[config.mk]
export PLATFORM = sky130hd
export DESIGN_NAME = mem_dump_controller
export DESIGN_NICKNAME = d
export VERILOG_FILES = /design/src/rtl/mem_dump_controller.sv
export SDC_FILE = /design/constraint.sdc
export NUM_CORES = 1
export LEC_CHECK = 0
export ABC_AREA = 0
export BUFFER_PORTS_ARGS = -buffer_cell sky130_fd_sc_hd__buf_2
export CORE_MARGIN = 2
export CORE_UTILIZATION = 40
export CTS_CLUSTER_SIZE = 30
export DETAILED_ROUTE_END_ITERATION = 7
export PLACE_DENSITY = 0.66
export REMOVE_ABC_BUFFERS = 1
export SKIP_LAST_GASP = 1
export SLEW_MARGIN = 20
export SYNTH_ARGS = -nofsm -noshare
export SYNTH_HDL_FRONTEND = slang
export SYNTH_SLANG_ARGS = --single-unit
[constraint.sdc]
create_clock -name i_clock -period 3.54 [get_ports i_clock]
set_clock_uncertainty 0.1 [all_clocks]
set_input_delay 0.354 -clock i_clock [delete_from_list [all_inputs] [get_ports i_clock]]
set_output_delay 0.354 -clock i_clock [all_outputs]
set_load 0.005 [all_outputs]
[src/rtl/mem_dump_controller.sv]
// Post-halt data-memory dump sequencer: takes over the memory address path, walks
// every word and streams each dirty word to the UART as a 6-byte frame.
module mem_dump_controller #(
    parameter int RAM_DEPTH      = 1024,
    parameter int CANT_BITS_ADDR = 12,
    parameter int RAM_WIDTH      = 32,
    parameter int READ_LATENCY   = 1
) (
    input  logic                        i_clock,
    input  logic                        i_reset,
    input  logic                        i_start,
    input  logic                        i_abort,
    input  logic                        i_halt_detected,
    input  logic [RAM_WIDTH-1:0]        i_dato_mem,
    input  logic                        i_bit_sucio,
    input  logic                        i_tx_ready,
    output logic [7:0]                  o_tx_data,
    output logic                        o_tx_valid,
    output logic [CANT_BITS_ADDR-1:0]   o_address_debug_unit,
    output logic                        o_control_address_mem,
    output logic                        o_control_write_read_mem,
    output logic                        o_enable_mem_datos,
    output logic                        o_busy,
    output logic                        o_done,
    output logic [$clog2(RAM_DEPTH):0]  o_dirty_count
);

    localparam int IDX_W  = (RAM_DEPTH > 1) ? $clog2(RAM_DEPTH) : 1;
    localparam int CNT_W  = $clog2(RAM_DEPTH) + 1;
    localparam int WAIT_W = (READ_LATENCY > 1) ? $clog2(READ_LATENCY) : 1;

    typedef enum logic [2:0] {
        S_IDLE,
        S_SETUP,
        S_WAIT,
        S_CHECK,
        S_SEND,
        S_DONE
    } state_t;

    state_t                 state;
    state_t                 next_state;
    logic [IDX_W-1:0]       word_index;
    logic [WAIT_W-1:0]      wait_cnt;
    logic [2:0]             byte_cnt;
    logic [RAM_WIDTH-1:0]   tx_word;
    logic [CNT_W-1:0]       dirty_count;
    logic [15:0]            idx16;
    logic                   last_word;
    logic                   wait_done;
    logic                   last_byte_sent;
    logic                   accept_start;

    assign idx16          = 16'(word_index);
    assign last_word      = (word_index == IDX_W'(RAM_DEPTH - 1));
    assign wait_done      = (wait_cnt == WAIT_W'(READ_LATENCY - 1));
    assign last_byte_sent = i_tx_ready && (byte_cnt == 3'd5);
    assign accept_start   = i_start && i_halt_detected;

    // Abort overrides everything, including a byte handshake in the same cycle.
    always_comb begin
        next_state = state;
        case (state)
            S_IDLE:  if (accept_start) next_state = S_SETUP;
            S_SETUP: next_state = S_WAIT;
            S_WAIT:  if (wait_done) next_state = S_CHECK;
            S_CHECK: begin
                if (i_bit_sucio)    next_state = S_SEND;
                else if (last_word) next_state = S_DONE;
                else                next_state = S_SETUP;
            end
            S_SEND:  if (last_byte_sent) next_state = last_word ? S_DONE : S_SETUP;
            S_DONE:  next_state = S_IDLE;
            default: next_state = S_IDLE;
        endcase
        if (state != S_IDLE && i_abort) next_state = S_IDLE;
    end

    always_ff @(posedge i_clock) begin
        if (i_reset) begin
            state       <= S_IDLE;
            word_index  <= '0;
            wait_cnt    <= '0;
            byte_cnt    <= '0;
            tx_word     <= '0;
            dirty_count <= '0;
        end else begin
            state <= next_state;
            case (state)
                S_IDLE: begin
                    if (accept_start) begin
                        word_index  <= '0;
                        dirty_count <= '0;
                    end
                end
                S_SETUP: wait_cnt <= '0;
                S_WAIT:  wait_cnt <= wait_cnt + WAIT_W'(1);
                S_CHECK: begin
                    if (!i_abort) begin
                        if (i_bit_sucio) begin
                            tx_word  <= i_dato_mem;
                            byte_cnt <= '0;
                        end else if (!last_word) begin
                            word_index <= word_index + IDX_W'(1);
                        end
                    end
                end
                S_SEND: begin
                    if (!i_abort && i_tx_ready) begin
                        if (byte_cnt == 3'd5) begin
                            byte_cnt    <= '0;
                            dirty_count <= dirty_count + CNT_W'(1);
                            if (!last_word) word_index <= word_index + IDX_W'(1);
                        end else begin
                            byte_cnt <= byte_cnt + 3'd1;
                        end
                    end
                end
                default: ;
            endcase
        end
    end

    // Frame layout: index high, index low, then data MSB first.
    always_comb begin
        o_tx_data = 8'h00;
        if (state == S_SEND) begin
            case (byte_cnt)
                3'd0:    o_tx_data = idx16[15:8];
                3'd1:    o_tx_data = idx16[7:0];
                3'd2:    o_tx_data = tx_word[31:24];
                3'd3:    o_tx_data = tx_word[23:16];
                3'd4:    o_tx_data = tx_word[15:8];
                default: o_tx_data = tx_word[7:0];
            endcase
        end
    end

    assign o_busy                   = (state != S_IDLE);
    assign o_tx_valid               = (state == S_SEND);
    assign o_done                   = (state == S_DONE);
    assign o_control_address_mem    = o_busy;
    assign o_control_write_read_mem = o_busy;
    assign o_enable_mem_datos       = o_busy;
    assign o_address_debug_unit     = o_busy ? CANT_BITS_ADDR'({word_index, 2'b00}) : '0;
    assign o_dirty_count            = dirty_count;

endmodule
# Word-level counts from Yosys, hierarchy flattened
# Index checks and enable logic that the tools add are counted.
[op_classes]
n_eq_ne = 19
n_reduce_logical = 18
n_addsub = 4
bitwise_logic = 1
mux = 26
[ops]
columns = ["cell", "count"]
rows = [
  ["$mux W10", 6],
  ["$pmux W8 S5", 1],
  ["$mux W11", 3],
  ["$pmux W10 S3", 1],
  ["$mux W3", 9],
  ["$pmux W11 S2", 1],
  ["$pmux W3 S5", 1],
  ["$eq A3 B2 Y1 const B", 4],
  ["$eq A3 B3 Y1 const B", 4],
  ["$mux W12", 1],
  ["$add A11 B1 Y11 const B", 1],
  ["$add A10 B1 Y10 const B", 1],
  ["$eq A10 B10 Y1 const B", 1],
  ["$ne A2 B2 Y1 const B", 5],
  ["$mux W8", 1],
  ["$reduce_and A4 Y1", 2],
  ["$eq A3 B1 Y1 const B", 2],
  ["$logic_not A3 Y1", 2],
  ["$ne A2 B1 Y1 const B", 3],
  ["$pmux W3 S2", 1],
  ["$reduce_and A3 Y1", 2],
  ["$reduce_and A6 Y1", 1],
  ["$reduce_bool A2 Y1", 3],
  ["$reduce_bool A3 Y1", 2],
  ["7 further kinds", 10],
]
[word_totals]
elab_cells = 74
regBits = 60
out_inout_bits = 37

# Depth between registers and ports, before layout
[logic_depth]
depth_word = 5
depth_mapped = 8
ltp_nobuf = 6

# Least setup slack after synthesis
# Ideal clock, no wire load.
[synth_path]
path_type = "register -> output"
start = "register byte_cnt[1]"
end = "output o_tx_data[5]"
path_slack_ns = 1.268
path_buffers = 4
arrival_time_ns = 1.818
required_time_ns = 3.086
stages_incl_launch_ff = 9
cell_sequence = "dfxtp_1 clkbuf_1 clkbuf_1 clkbuf_1 and2_1 ha_1 buf_1 nand2_1 a31oi_1"
[synth_via]
elab_chain_len = 3
[synth_lines]
columns = ["item", "line_no", "rtl"]
rows = [
  ["start: declaration", "45", "logic [2:0] byte_cnt;"],
  ["start signal: assignment", "115", "byte_cnt <= byte_cnt + 3'd1;"],
  ["$eq A3 B3 Y1, or another cell as far along", "128", "case (byte_cnt)"],
  ["$pmux W8 S5 *", "128", ""],
  ["$mux W8 *", "127", "if (state == S_SEND) begin"],
  ["end: declaration", "17", "output logic [7:0] o_tx_data,"],
]
# Every way passes the cells marked *; elsewhere a longest branch is shown, timed or not.

# Final worst setup path
[layout_path]
start = "register byte_cnt[1]"
end = "output o_tx_data[6]"
# Same word-level chain as after synthesis.

==> impl_metrics.csv <==
group,metric,value,unit
routing,wl_per_cell,13.9,µm
cells_and_area,fin_util,48.6,%
grt,use_met2,30.9,%
routing,routed-via-count,3091,
clock_tree,post_cts_resized,0,
logic_synthesis,ys_warn_count,0,
cells_and_area,fin_nets,521,
worst_hold_path,min_path_type,"input port to flip-flop",
grt,overflow,0,
clock_tree,insertion_delay,330,ps
pwr,powerDensity,395,mW/mm²
cells_and_area,diodes,0,
worst_hold_path,min_from,"i_dato_mem[11]",
sta,max_freq,376,MHz
critical_path,worstPathArrival,2210,ps
routing,drtIter0Drc,159,
clock_tree,cts_buffers,9,
logic_synthesis,syn-cell-area,0.00309,mm²
grt,grt_util_met3,4.68,%
cells_and_area,final_cells,586,
floorplan,dieArea,0.00845,mm²
routing,drcViolationCount,0,
critical_path,critPathTopFamily,"flip-flops",
floorplan,core,0.00761,mm²
pwr,swShare,23.2,%
logic_synthesis,synth_ff_type,"dfxtp_1",
floorplan,fp-row-count,32,
sta,rsz0062_at_grt,"false",
critical_path,worstPathCellList,"nor2b_1 -> a21oi_1 -> o21ai_0 -> a21oi_1 -> nor2_1 -> buf_2",
sta,worst_slew_pin_slew,896,ps
grt,first_global_vias,2781,
sta,drv_slew,0,
logic_synthesis,synthArstFlopShare,0,%
cells_and_area,layout_commonest_cell,"nand2_1",
grt,grt_usage,19.5,%
critical_path,cp_slowest_cell,"dfxtp_1",
cells_and_area,layout_common_cells,"nand2_1 (87), buf_2 (73), dfxtp_1 (60)",
critical_path,startpoint_type,"flip-flop",
sta,setup_violations,0,
critical_path,slowest_delay,830,ps
flow_run,cap_violations,0,
cells_and_area,syn_to_final_growth,19.5,%
floorplan,io_pins,76,
critical_path,critical_path_class,"flip-flop to primary output",
grt,globalRouteMet1Util,26.3,%
clock_tree,clock-sinks,60,
floorplan,die_w,91.9,µm
clock_tree,cts_hold_buf,0,
critical_path,crit_path_frequent_cell,"a21oi_1",
floorplan,die_h,91.9,µm
logic_synthesis,avgSynthCellArea,7.29,µm²
routing,postRouteAntennaNets,0,
cells_and_area,drive_above_1_share,20.2,%
critical_path,r2r_start,"state[1]$_SDFFE_PP0P_",
grt,grt.busiest_layer,"met2",
pwr,power_switching,0.000339,W
sta,finalSetupTns,0,ps
logic_synthesis,synthesis.instances,424,
pwr,seqPwrFrac,47.4,%
routing,firstDrtPassIters,4,
grt,grt_pass1_wl,13300,µm
pwr,irDropWorstVdd,0.000171,V
sta,post-route-min-period,2660,ps
critical_path,cp-startpoint,"byte_cnt[1]$_SDFFE_PP0P_",
placement,gp_congestion,0.892,
clock_tree,cts_setup_buffers,0,
logic_synthesis,synth-edff-count,0,
routing,drt_wl_total,8120,µm
critical_path,cp-end-kind,"primary output",
placement,dpl.cell_count,570,
routing,avgViaCountPerCell,5.27,
placement,numPortBuffers,73,
logic_synthesis,synth_seq_area_share,38.9,%
critical_path,path_buf_inv,1,
sta,min_period_over_period,75.1,%
grt,grt_max_degree,43,
floorplan,start_util,40.6,%
clock_tree,clock_path_buffers,2,
placement,dp_hpwl,5700,µm
status,status,"complete, no violations",
pwr,intPower,0.00112,W
clock_tree,cts_tree,"done",
pwr,power_leakage,1.46,nW
sta,finalHoldViolations,0,
clock_tree,htree_levels,3,
clock_tree,clkTransAtPathRegs,70,ps
sta,slew-limit-headroom,39.9,%
critical_path,cp.required,3090,ps
clock_tree,clock_tree.root_cell,"clkbuf_8",
logic_synthesis,yosysUniqueCellTypes,51,
grt,grt_antenna_before_repair,0,
critical_path,critPathMaxFanout,26,
logic_synthesis,yosys_register_bits,60,
pwr,comb_power_share,6.5,%
pwr,power_frac_clock,46.1,%
-- per-layer routing --
layer,vias up,share of wire (%)
met5,-,0
met4,0,0.96
met3,6,4.6
met2,85,47
met1,1444,48
li1,1556,-
-- logic make-up (layout without fill, tap and decap cells) --
group	count (synthesis)	after routing	share of synthesized area, %
fa+ha+maj	3	3	1.21
flops	60	60	38.9
other cells	1	2	0.121
mux	4	4	1.30
compound gates	113	113	21.0
xor+xnor	10	10	2.83
simple gates	190	190	28.8
buf+inv	43	102	5.87
-- flip-flops by register name, indices dropped and copies added, names as in the netlist --
register	count
word_index	10
tx_word	32
o_dirty_count	11
state	3
byte_cnt	3
wait_cnt	1
-- power by group through the flow --
stage               clock network (W)  registers (W)  logic [W]
floorplan                           0       0.000703  0.0000447
global placement                    0       0.000706  0.0000927
detailed placement                  0       0.000706  0.0000942
CTS                          0.000685       0.000691  0.0000946
global route                 0.000722       0.000692   0.000105
finish                       0.000674       0.000691  0.0000947
-- stage by stage --
step                      hold slack [ps]  power, W  cell area [µm²]  worst slack [ps]
after floorplan                       323  0.000748             2950               310
after global placement                346  0.000799             3470              1150
after detailed placement              349  0.000801             3470              1050
after CTS                             146   0.00147             3690               883
after global routing                  146   0.00152             3690               613
final                                 153   0.00146             3690               880
-- worst reg2reg max path: stages, from the launching register on --
cell and delay [ps]:
dfxtp_1 450, nor3_1 520, inv_1 310, o22ai_1 230
buf_4 200, nand4_1 130, or3_1 360, a21oi_1 140
-- area by class of cell --
type	instances	area (µm²)
clock buffers	13	179
clock inverters	3	42.5
fillers	784	3910
inverters	10	37.5
multi-input cells	322	1720
flip-flops and latches	60	1200
well taps	102	128
repair buffers	76	388
-- Yosys cell counts (all sizes together), types with 3 or more instances --
cell type | instances | share of area [%]
o22ai | 5 | 1.0
o311ai | 3 | 0.85
or4 | 3 | 0.85
o21ai | 27 | 4.4
clkbuf | 25 | 3.0
ha | 3 | 1.2
or3 | 5 | 1.0
nand2 | 87 | 11
nand3b | 3 | 0.73
inv | 10 | 1.2
mux2i | 4 | 1.3
dfxtp | 60 | 39
a31oi | 4 | 0.81
and2 | 9 | 1.9
xor2 | 9 | 2.5
nor3 | 7 | 1.1
buf | 8 | 1.6
nand4 | 3 | 0.61
o211ai | 3 | 0.73
nand3 | 13 | 2.1
nor2 | 33 | 4.0
a21oi | 55 | 8.9
nand2b | 8 | 1.6
and3 | 6 | 1.2
nor2b | 7 | 1.4
a21o | 3 | 0.73
o31ai | 3 | 0.73
-- worst paths after layout --
| path | cells past startpoint | to | slack (ps) |
|---|---|---|---|
| setup / recovery | 6 | o_tx_data[6] | 880 |
| hold / removal | 3 | tx_word[11]$_SDFFE_PP0P_ | 150 |
| setup reg to reg | 7 | o_dirty_count[10]$_SDFFE_PP0P_ | 1050 |
| hold reg to reg | 2 | tx_word[2]$_SDFFE_PP0P_ | 360 |
No activity file was read; power rests on OpenSTA's default activity.
